<file path="src/rtl/fpu_ctrl_pkg.sv">
// Shared constants for the FPU operation sequencing controllers:
// state encoding, RISC-V rounding-mode codes and flag bit positions.
package fpu_ctrl_pkg;

  // Controller state encoding (3 bits)
  localparam logic [2:0] ST_IDLE = 3'd0;
  localparam logic [2:0] ST_MUL  = 3'd1;
  localparam logic [2:0] ST_RMUL = 3'd2;
  localparam logic [2:0] ST_ADD  = 3'd3;
  localparam logic [2:0] ST_RADD = 3'd4;
  localparam logic [2:0] ST_DONE = 3'd5;

  typedef enum logic [2:0] {
    S_IDLE = ST_IDLE,
    S_MUL  = ST_MUL,
    S_RMUL = ST_RMUL,
    S_ADD  = ST_ADD,
    S_RADD = ST_RADD,
    S_DONE = ST_DONE
  } state_e;

  // RISC-V rounding modes
  localparam logic [2:0] RM_RNE = 3'b000;
  localparam logic [2:0] RM_RTZ = 3'b001;
  localparam logic [2:0] RM_RDN = 3'b010;
  localparam logic [2:0] RM_RUP = 3'b011;
  localparam logic [2:0] RM_RMM = 3'b100;
  localparam logic [2:0] RM_DYN = 3'b111;

  // fflags bit positions {NV,DZ,OF,UF,NX}
  localparam int FF_NX = 0;
  localparam int FF_UF = 1;
  localparam int FF_OF = 2;
  localparam int FF_DZ = 3;
  localparam int FF_NV = 4;

  // Rounding-stage status bit positions {OF,UF,NX}
  localparam int SF_NX = 0;
  localparam int SF_UF = 1;
  localparam int SF_OF = 2;

endpackage

</file>
<file path="src/rtl/fpu_rm_resolve.sv">
// Rounding-mode resolution shared by the FPU op controllers: picks the
// CSR frm for dynamic rounding and flags reserved encodings as illegal.
module fpu_rm_resolve
  import fpu_ctrl_pkg::*;
(
  input  logic [2:0] in_rm,
  input  logic [2:0] frm_csr,
  output logic [2:0] rm_eff,
  output logic       legal
);

  // Select effective mode and check it against the defined encodings
  always_comb begin
    rm_eff = (in_rm == RM_DYN) ? frm_csr : in_rm;
    legal  = 1'b0;
    case (rm_eff)
      RM_RNE, RM_RTZ, RM_RDN, RM_RUP, RM_RMM: legal = 1'b1;
      default:                                legal = 1'b0;
    endcase
  end

endmodule

</file>
<file path="src/rtl/fmadd_seq_ctrl.sv">
// Sequencing controller for the multi-cycle BF16/FP32 fused multiply-add
// datapath: accepts one op, steps multiply / mul-round / add / add-round,
// accumulates rounding status into fflags and holds the result until taken.
module fmadd_seq_ctrl
  import fpu_ctrl_pkg::*;
#(
  parameter int MUL_LAT = 2,
  parameter int ADD_LAT = 2,
  parameter int CNT_W   = 4
) (
  input  logic       clk,
  input  logic       rst,
  input  logic       in_valid,
  output logic       in_ready,
  input  logic [2:0] in_rm,
  input  logic [2:0] frm_csr,
  input  logic       flush,
  output logic       dp_mul_start,
  output logic [2:0] dp_rm,
  output logic       dp_mul_rnd_cap,
  output logic       dp_add_start,
  output logic       dp_add_rnd_cap,
  input  logic [2:0] dp_mul_sflags,
  input  logic [2:0] dp_add_sflags,
  input  logic       dp_nv,
  output logic       out_valid,
  input  logic       out_ready,
  output logic [4:0] out_fflags,
  output logic       out_illegal,
  output logic       busy
);

  localparam logic [CNT_W-1:0] MUL_CNT_INIT = CNT_W'(MUL_LAT - 1);
  localparam logic [CNT_W-1:0] ADD_CNT_INIT = CNT_W'(ADD_LAT - 1);
  localparam logic [CNT_W-1:0] CNT_ONE      = CNT_W'(1);

  state_e           state_q, state_d;
  logic [CNT_W-1:0] cnt_q, cnt_d;
  logic [2:0]       rm_q, rm_d;
  logic             illegal_q, illegal_d;
  logic             nv_q, nv_d;
  logic             of_m_q, of_m_d;
  logic             nx_m_q, nx_m_d;
  logic             of_a_q, of_a_d;
  logic             uf_a_q, uf_a_d;
  logic             nx_a_q, nx_a_d;

  logic [2:0]       rm_eff;
  logic             rm_legal;
  logic             accept;

  fpu_rm_resolve u_rm_resolve (
    .in_rm   (in_rm),
    .frm_csr (frm_csr),
    .rm_eff  (rm_eff),
    .legal   (rm_legal)
  );

  assign dp_rm     = rm_q;
  assign out_valid = (state_q == S_DONE);
  assign busy      = (state_q != S_IDLE);

  // Handshake, next-state, flag accumulation and datapath pulses
  always_comb begin
    state_d        = state_q;
    cnt_d          = cnt_q;
    rm_d           = rm_q;
    illegal_d      = illegal_q;
    nv_d           = nv_q;
    of_m_d         = of_m_q;
    nx_m_d         = nx_m_q;
    of_a_d         = of_a_q;
    uf_a_d         = uf_a_q;
    nx_a_d         = nx_a_q;
    dp_mul_start   = 1'b0;
    dp_mul_rnd_cap = 1'b0;
    dp_add_start   = 1'b0;
    dp_add_rnd_cap = 1'b0;
    out_fflags     = '0;
    out_illegal    = 1'b0;

    // flush blocks a same-cycle accept so the aborted slot stays empty
    in_ready = ~flush & ((state_q == S_IDLE) | ((state_q == S_DONE) & out_ready));
    accept   = in_valid & in_ready;

    if (state_q == S_DONE) begin
      out_fflags[FF_NV] = nv_q;
      out_fflags[FF_DZ] = 1'b0;
      out_fflags[FF_OF] = of_m_q | of_a_q;
      out_fflags[FF_UF] = uf_a_q;
      // a product that overflowed to the rounded limit is necessarily inexact
      out_fflags[FF_NX] = nx_m_q | nx_a_q | of_m_q;
      out_illegal       = illegal_q;
    end

    if (flush) begin
      state_d   = S_IDLE;
      illegal_d = 1'b0;
      nv_d      = 1'b0;
      of_m_d    = 1'b0;
      nx_m_d    = 1'b0;
      of_a_d    = 1'b0;
      uf_a_d    = 1'b0;
      nx_a_d    = 1'b0;
    end else begin
      case (state_q)
        S_MUL: begin
          if (cnt_q == '0) state_d = S_RMUL;
          else             cnt_d   = cnt_q - CNT_ONE;
        end
        S_RMUL: begin
          // product UF is only intermediate; the final add decides underflow
          dp_mul_rnd_cap = 1'b1;
          dp_add_start   = 1'b1;
          of_m_d         = dp_mul_sflags[SF_OF];
          nx_m_d         = dp_mul_sflags[SF_NX];
          nv_d           = dp_nv;
          cnt_d          = ADD_CNT_INIT;
          state_d        = S_ADD;
        end
        S_ADD: begin
          if (cnt_q == '0) state_d = S_RADD;
          else             cnt_d   = cnt_q - CNT_ONE;
        end
        S_RADD: begin
          dp_add_rnd_cap = 1'b1;
          of_a_d         = dp_add_sflags[SF_OF];
          uf_a_d         = dp_add_sflags[SF_UF];
          nx_a_d         = dp_add_sflags[SF_NX];
          state_d        = S_DONE;
        end
        S_DONE: begin
          if (out_ready) state_d = S_IDLE;
        end
        default: ;
      endcase

      // accept only happens in IDLE or DONE, so it overrides the case above
      if (accept) begin
        nv_d   = 1'b0;
        of_m_d = 1'b0;
        nx_m_d = 1'b0;
        of_a_d = 1'b0;
        uf_a_d = 1'b0;
        nx_a_d = 1'b0;
        if (rm_legal) begin
          rm_d         = rm_eff;
          illegal_d    = 1'b0;
          dp_mul_start = 1'b1;
          cnt_d        = MUL_CNT_INIT;
          state_d      = S_MUL;
        end else begin
          illegal_d = 1'b1;
          state_d   = S_DONE;
        end
      end
    end
  end

  // State, counter and accumulated status registers
  always_ff @(posedge clk or posedge rst) begin
    if (rst) begin
      state_q   <= S_IDLE;
      cnt_q     <= '0;
      rm_q      <= '0;
      illegal_q <= 1'b0;
      nv_q      <= 1'b0;
      of_m_q    <= 1'b0;
      nx_m_q    <= 1'b0;
      of_a_q    <= 1'b0;
      uf_a_q    <= 1'b0;
      nx_a_q    <= 1'b0;
    end else begin
      state_q   <= state_d;
      cnt_q     <= cnt_d;
      rm_q      <= rm_d;
      illegal_q <= illegal_d;
      nv_q      <= nv_d;
      of_m_q    <= of_m_d;
      nx_m_q    <= nx_m_d;
      of_a_q    <= of_a_d;
      uf_a_q    <= uf_a_d;
      nx_a_q    <= nx_a_d;
    end
  end

endmodule

</file>
<file path="config.mk">
export PLATFORM = sky130hd
export DESIGN_NAME = fmadd_seq_ctrl
export DESIGN_NICKNAME = d
export VERILOG_FILES = /design/src/rtl/fpu_ctrl_pkg.sv /design/src/rtl/fpu_rm_resolve.sv /design/src/rtl/fmadd_seq_ctrl.sv
export SDC_FILE = /design/constraint.sdc
export NUM_CORES = 1
export LEC_CHECK = 0
export BUFFER_PORTS_ARGS = -buffer_cell sky130_fd_sc_hd__buf_2
export CORE_MARGIN = 4
export CORE_UTILIZATION = 50
export CTS_BUF_LIST = sky130_fd_sc_hd__clkbuf_8
export CTS_CLUSTER_DIAMETER = 30
export DETAILED_ROUTE_END_ITERATION = 10
export PLACE_DENSITY_LB_ADDON = 0.15
export SETUP_SLACK_MARGIN = 0.2
export SYNTH_ARGS = -nofsm -noshare
export SYNTH_HDL_FRONTEND = slang
export SYNTH_HIERARCHICAL = 1
export SYNTH_SLANG_ARGS = --single-unit
export TNS_END_PERCENT = 5
</file>
<file path="constraint.sdc">
create_clock -name clk -period 4.2 [get_ports clk]
set_input_delay 0.21 -clock clk [delete_from_list [all_inputs] [get_ports clk]]
set_output_delay 0.21 -clock clk [all_outputs]
set_load 0.01 [all_outputs]
</file>
## After elaboration in Yosys (flattened, before gate mapping)

Index checks and enable logic that the tools add are counted.

| cells by class | value |
|---|---|
| add/subtract/negate cells | 1 |
| $mul | 0 |
| divide/modulo/power cells | 0 |
| order comparisons | 0 |
| equality and inequality tests | 13 |
| shift operators | 0 |
| muxes and demuxes | 43 |
| bitwise gates (word level) | 8 |
| reduce and logical (&&, ||, !) cells | 12 |

Operators with widths:

| kind | count |
|---|---|
| 1-bit 2-to-1 mux | 30 |
| 3-bit 2-to-1 mux | 7 |
| 3-bit case mux with 5 select lines | 1 |
| 3-bit by 2-bit equality test with 1-bit output (second input constant) | 4 |
| 3-bit equality test (second input constant) | 4 |
| 4-bit 2-to-1 mux | 3 |
| 3-bit nonzero test | 3 |
| 4-bit != test (second input constant) | 2 |
| 4-bit case mux with 2 select lines | 1 |
| 7-bit nonzero test | 1 |
| 3-bit by 1-bit equality test with 1-bit output (second input constant) | 2 |
| 3-bit logical NOT | 2 |
| 5-bit 2-to-1 mux | 1 |
| 5-bit OR reduction | 1 |
| 4-bit logical NOT | 1 |
| 4-bit by 2-bit != test with 1-bit output (second input constant) | 1 |
| 1-bit bitwise OR | 4 |
| 4-bit AND reduction | 1 |
| 4-bit by 1-bit subtractor with 4-bit output (second input constant) | 1 |
| 1-bit bitwise AND | 3 |
| 3-bit AND reduction | 1 |
| 2-bit nonzero test | 1 |
| 2-bit OR reduction | 1 |
| 1-bit NOT | 1 |

| word-level totals | value |
|---|---|
| register bits | 17 |
| bits in latches | 0 |
| RAM bits | 0 |
| bits in read-only memories | 0 |
| logic and storage cells | 87 |
| memories | 0 |

## Depth between registers and ports, before layout

| logic depth | value |
|---|---|
| depth in word-level cells | 8 |
| depth in mapped cells | 7 |

## Hierarchy

The synthesis kept the hierarchy.

Modules (own cells, without submodules):

| module | instances | cells each | area each (µm²) | sequential area each (µm²) |
|---|---|---|---|---|
| fmadd_seq_ctrl | 1 | 107 | 983.4 | 425.4 |
| fpu_rm_resolve | 1 | 10 | 55.1 | 0.0 |

## Worst setup path after synthesis

OpenSTA, ideal clock, no wires.

| timing | value |
|---|---|
| path type | reg-to-reg |
| start | register cnt_q[0] |
| end | register state_q[2] |
| setup time | 128 ps |
| data arrival time | 1622 ps |
| required time | 4072 ps |
| path slack | 2450 ps |
| stages on the path, launching flop included | 7 |
| clock period less this slack | 1750 ps |
| cell sequence | dfrtp_1 > inv_1 > ha_1 > or3b_2 > nand2_1 > a221oi_4 > mux2_1 |

| on the way | value |
|---|---|
| cells in the longest elaborated chain, start to end | 3 |
| elaborated cells on any way between the ends | 4 |

RTL lines:

| element | RTL line | RTL |
|---|---|---|
| start: declaration | fmadd_seq_ctrl.sv:38 | `logic [CNT_W-1:0] cnt_q, cnt_d;` |
| start signal: assignment | fmadd_seq_ctrl.sv:175 | `cnt_q <= cnt_d;` |
| 4-bit logical NOT (*) | fmadd_seq_ctrl.sv:108, fmadd_seq_ctrl.sv:122 |  |
| 4-bit != test (no source line) | n/a |  |
| 4-bit AND reduction (no source line) (*) | n/a |  |
| end signal: assignment | fmadd_seq_ctrl.sv:174 | `state_q <= state_d;` |
| end: declaration | fmadd_seq_ctrl.sv:37 | `state_e state_q, state_d;` |

Mark *: on every way between the ends. The rest lies on a longest branch, timed or not.
A chain may end at the register's enable or synchronous reset.

## Final worst setup path

| timing | value |
|---|---|
| start | register state_q[0] |
| end | output dp_add_start |

| on the way | value |
|---|---|
| cells in the longest elaborated chain, start to end | 3 |

RTL lines:

| element | RTL line | RTL |
|---|---|---|
| 3-bit by 2-bit equality test with 1-bit output | fmadd_seq_ctrl.sv:106 | `case (state_q)` |
| 1-bit 2-to-1 mux | fmadd_seq_ctrl.sv:106 |  |
| 1-bit 2-to-1 mux | fmadd_seq_ctrl.sv:96 | `if (flush) begin` |
| end: declaration | fmadd_seq_ctrl.sv:21 | `output logic dp_add_start,` |

Every way passes these cells.

==> results_dict.tcl <==
set metrics [dict create \
    top_register "cnt_q" \
    dp.cells 168 \
    slowest_stage "dfrtp_1" \
    crit_buf_inv 1 \
    firstDrtPassIters 5 \
    track_usage 0.172 \
    synth_top_cell_area_share 0.410 \
    drt-vias-per-instance 5.50 \
    clock-skew-final_ns 0.000819 \
    ys.warnings.count 6 \
    path_depth 4 \
    p_int_uw 395 \
    dp_hpwl_microns 1700 \
    largest_register_ffs 4 \
    die_y_microns 53.6 \
    worstPathRequired_ns 3.99 \
    htreeDepth 1 \
    finalNonFillerCells 172 \
    fin_nets 165 \
    synthArstFlopShare 1.00 \
    yosys-top-cells-count "dfrtp_1 (17), nand2_1 (14), inv_1 (9), nor2_1 (9)" \
    grt_pass1_vias 850 \
    drive_gt1_frac 0.276 \
    insertedDiodeCount 0 \
    vias 946 \
    grt-ovfl-total 0 \
    place_ws_ns 2.25 \
    syn-num-nets 136 \
    drv_slew 0 \
    wl_per_cell_microns 13.0 \
    tightestPinTransition_ns 0.637 \
    clock_latency_ns 0.25 \
    grt_pass1_wl_microns 3560 \
    p_leak_nw 0.638 \
    clock_path_buffers 2 \
    ant_nets 0 \
    clockPowerShare 0.182 \
    cp_max_fo 11 \
    tritoncts "built" \
    synth_ff_type "dfrtp_1" \
    cts_sinks 17 \
    reg2reg_slack_ns 2.22 \
    drt-total-wl_microns 2230 \
    core_area_sq_um 1960 \
    layout_min_cycle_time_ns 2.12 \
    synth_area_leaders "dfrtp_1 (41%), nand2_1 (5.1%), a22o_1 (5.1%), inv_1 (3.3%), nor2_1 (3.3%)" \
    crit_path_end_kind "primary output" \
    crit_arrival_ns 1.91 \
    io_pins 34 \
    rows 16 \
    crit_chain "nor2_1, or2_2, nor3_1, buf_2" \
    rsz0062_at_grt "false" \
    yosys.cell_count.top_type "dfrtp_1" \
    crit_family "simple AND/OR/NAND/NOR gates" \
    die_width_microns 53.6 \
    finalSetupViolCount 0 \
    fillers 169 \
    synth_edf_count 0 \
    fmax_ghz 0.471 \
    syn_area_per_cell_sq_um 8.88 \
    post_cts_resized 0 \
    slew_headroom 0.575 \
    hp-class "input pin to asynchronous set/reset pin" \
    start_util 0.529 \
    cts_root_buf "clkbuf_8" \
    worst_slack_ns 2.08 \
    io_buffers 31 \
    finalSetupTns_ns 0 \
    yosysTopAreaCell "dfrtp_1" \
    synth_seq_area_share 0.410 \
    critPathMaxStageDelay_ns 0.53 \
    switching_share 0.397 \
    drc 0 \
    outcome "complete, no violations" \
    reg2reg_depth 5 \
    vdd_drop_max_uv 333 \
    area_growth_pct 18.6 \
    critPathLaunchType "flip-flop" \
    synth_cell_types 40 \
    drt_iter0_drc 20 \
    worstSetupPathType "flip-flop to primary output" \
    p_seq_frac 0.393 \
    cts_buffers 3 \
    netlist_area_sq_um 1040 \
    finalCritPeriodShare 0.506 \
    p_comb_frac 0.425 \
    p_per_area_nw_per_um2 532 \
    post-cts-setup-buffers 0 \
    dieArea_sq_um 2870 \
    grt_max_degree 18 \
    path_clk_slew_ns 0.06 \
    syn-instance-count 117 \
    place_congestion 0.815 \
    maxCapViolCount 0 \
    cts_hold_buf 0 \
    synth_seq_cells 17 \
    p_sw_uw 260 \
    report.final.hold_viol_count 0 \
    antenna_found_initial 0 \
]
## cells by family after synthesis
| logic type | after synthesis | share of synthesized area |
|---|---|---|
| fa+ha+maj | 1 | 0.0120 |
| mux | 1 | 0.0108 |
| compound gates | 33 | 0.252 |
| buf+inv | 16 | 0.0723 |
| xor+xnor | 2 | 0.0169 |
| other cells | 1 | 0.00361 |
| flops | 17 | 0.410 |
| simple gates | 46 | 0.223 |
## final timing paths
path	startpoint	endpoint
setup / recovery	state_q[0]	dp_add_start
hold / removal	rst	uf_a_q
setup reg to reg	state_q[2]	state_q[2]
hold reg to reg	dp_rm[0]	dp_rm[0]
max in group asynchronous	rst	illegal_q
min in group clk	dp_add_sflags[0]	nx_a_q
## power by group through the flow
stage               logic [mW]  registers [mW]  clock network (mW)
floorplan                0.226           0.240                   0
global placement         0.273           0.257                   0
detailed placement       0.277           0.258                   0
CTS                      0.280           0.257               0.121
global route             0.309           0.265               0.128
finish                   0.278           0.257               0.119
## cells in the final DEF (no fill, tap or decap), drive strengths merged, types with 3 or more instances in the layout
cell     n
o21ai    6
buf     31
a22o     6
nand2   14
and2     4
nor2    10
dfrtp   17
o21a     4
inv     10
nor3     5
a21oi    6
clkbuf   3
## per-layer routing
metal / up-vias / routed length [microns] / global-route usage / share of wire
met3: 2 / 109 / 0.0609 / 0.049
met5: - / 0 / 0 / 0
met2: 23 / 1060 / 0.273 / 0.47
met1: 454 / 1050 / 0.219 / 0.47
li1: 467 / - / - / -
met4: 0 / 10 / 0.0511 / 0.0045
## per-stage QoR
| stage | hold slack [ns] | utilization | area, sq um | power [mW] |
|---|---|---|---|---|
| floorplan | 0.136 | - | 1040 | 0.466 |
| global placement | 0.322 | 0.605 | 1190 | 0.529 |
| detailed placement | 0.333 | 0.605 | 1190 | 0.535 |
| CTS | 0.0595 | 0.628 | 1230 | 0.657 |
| global route | 0.0991 | 0.628 | 1230 | 0.702 |
| finish | 0.0296 | 0.628 | 1230 | 0.654 |
## layout make-up
| class | instances | area, sq um | area share |
|---|---|---|---|
| timing repair buffer | 31 | 155 | 0.126 |
| sequential | 17 | 425 | 0.346 |
| clock buffer | 3 | 41.3 | 0.0335 |
| clock inverter | 1 | 3.75 | 0.00305 |
| tap | 27 | 33.8 | 0.0274 |
| multi-input combinational | 84 | 538 | 0.437 |
| inverter | 9 | 33.8 | 0.0274 |
No activity file was read; power rests on OpenSTA's default activity.
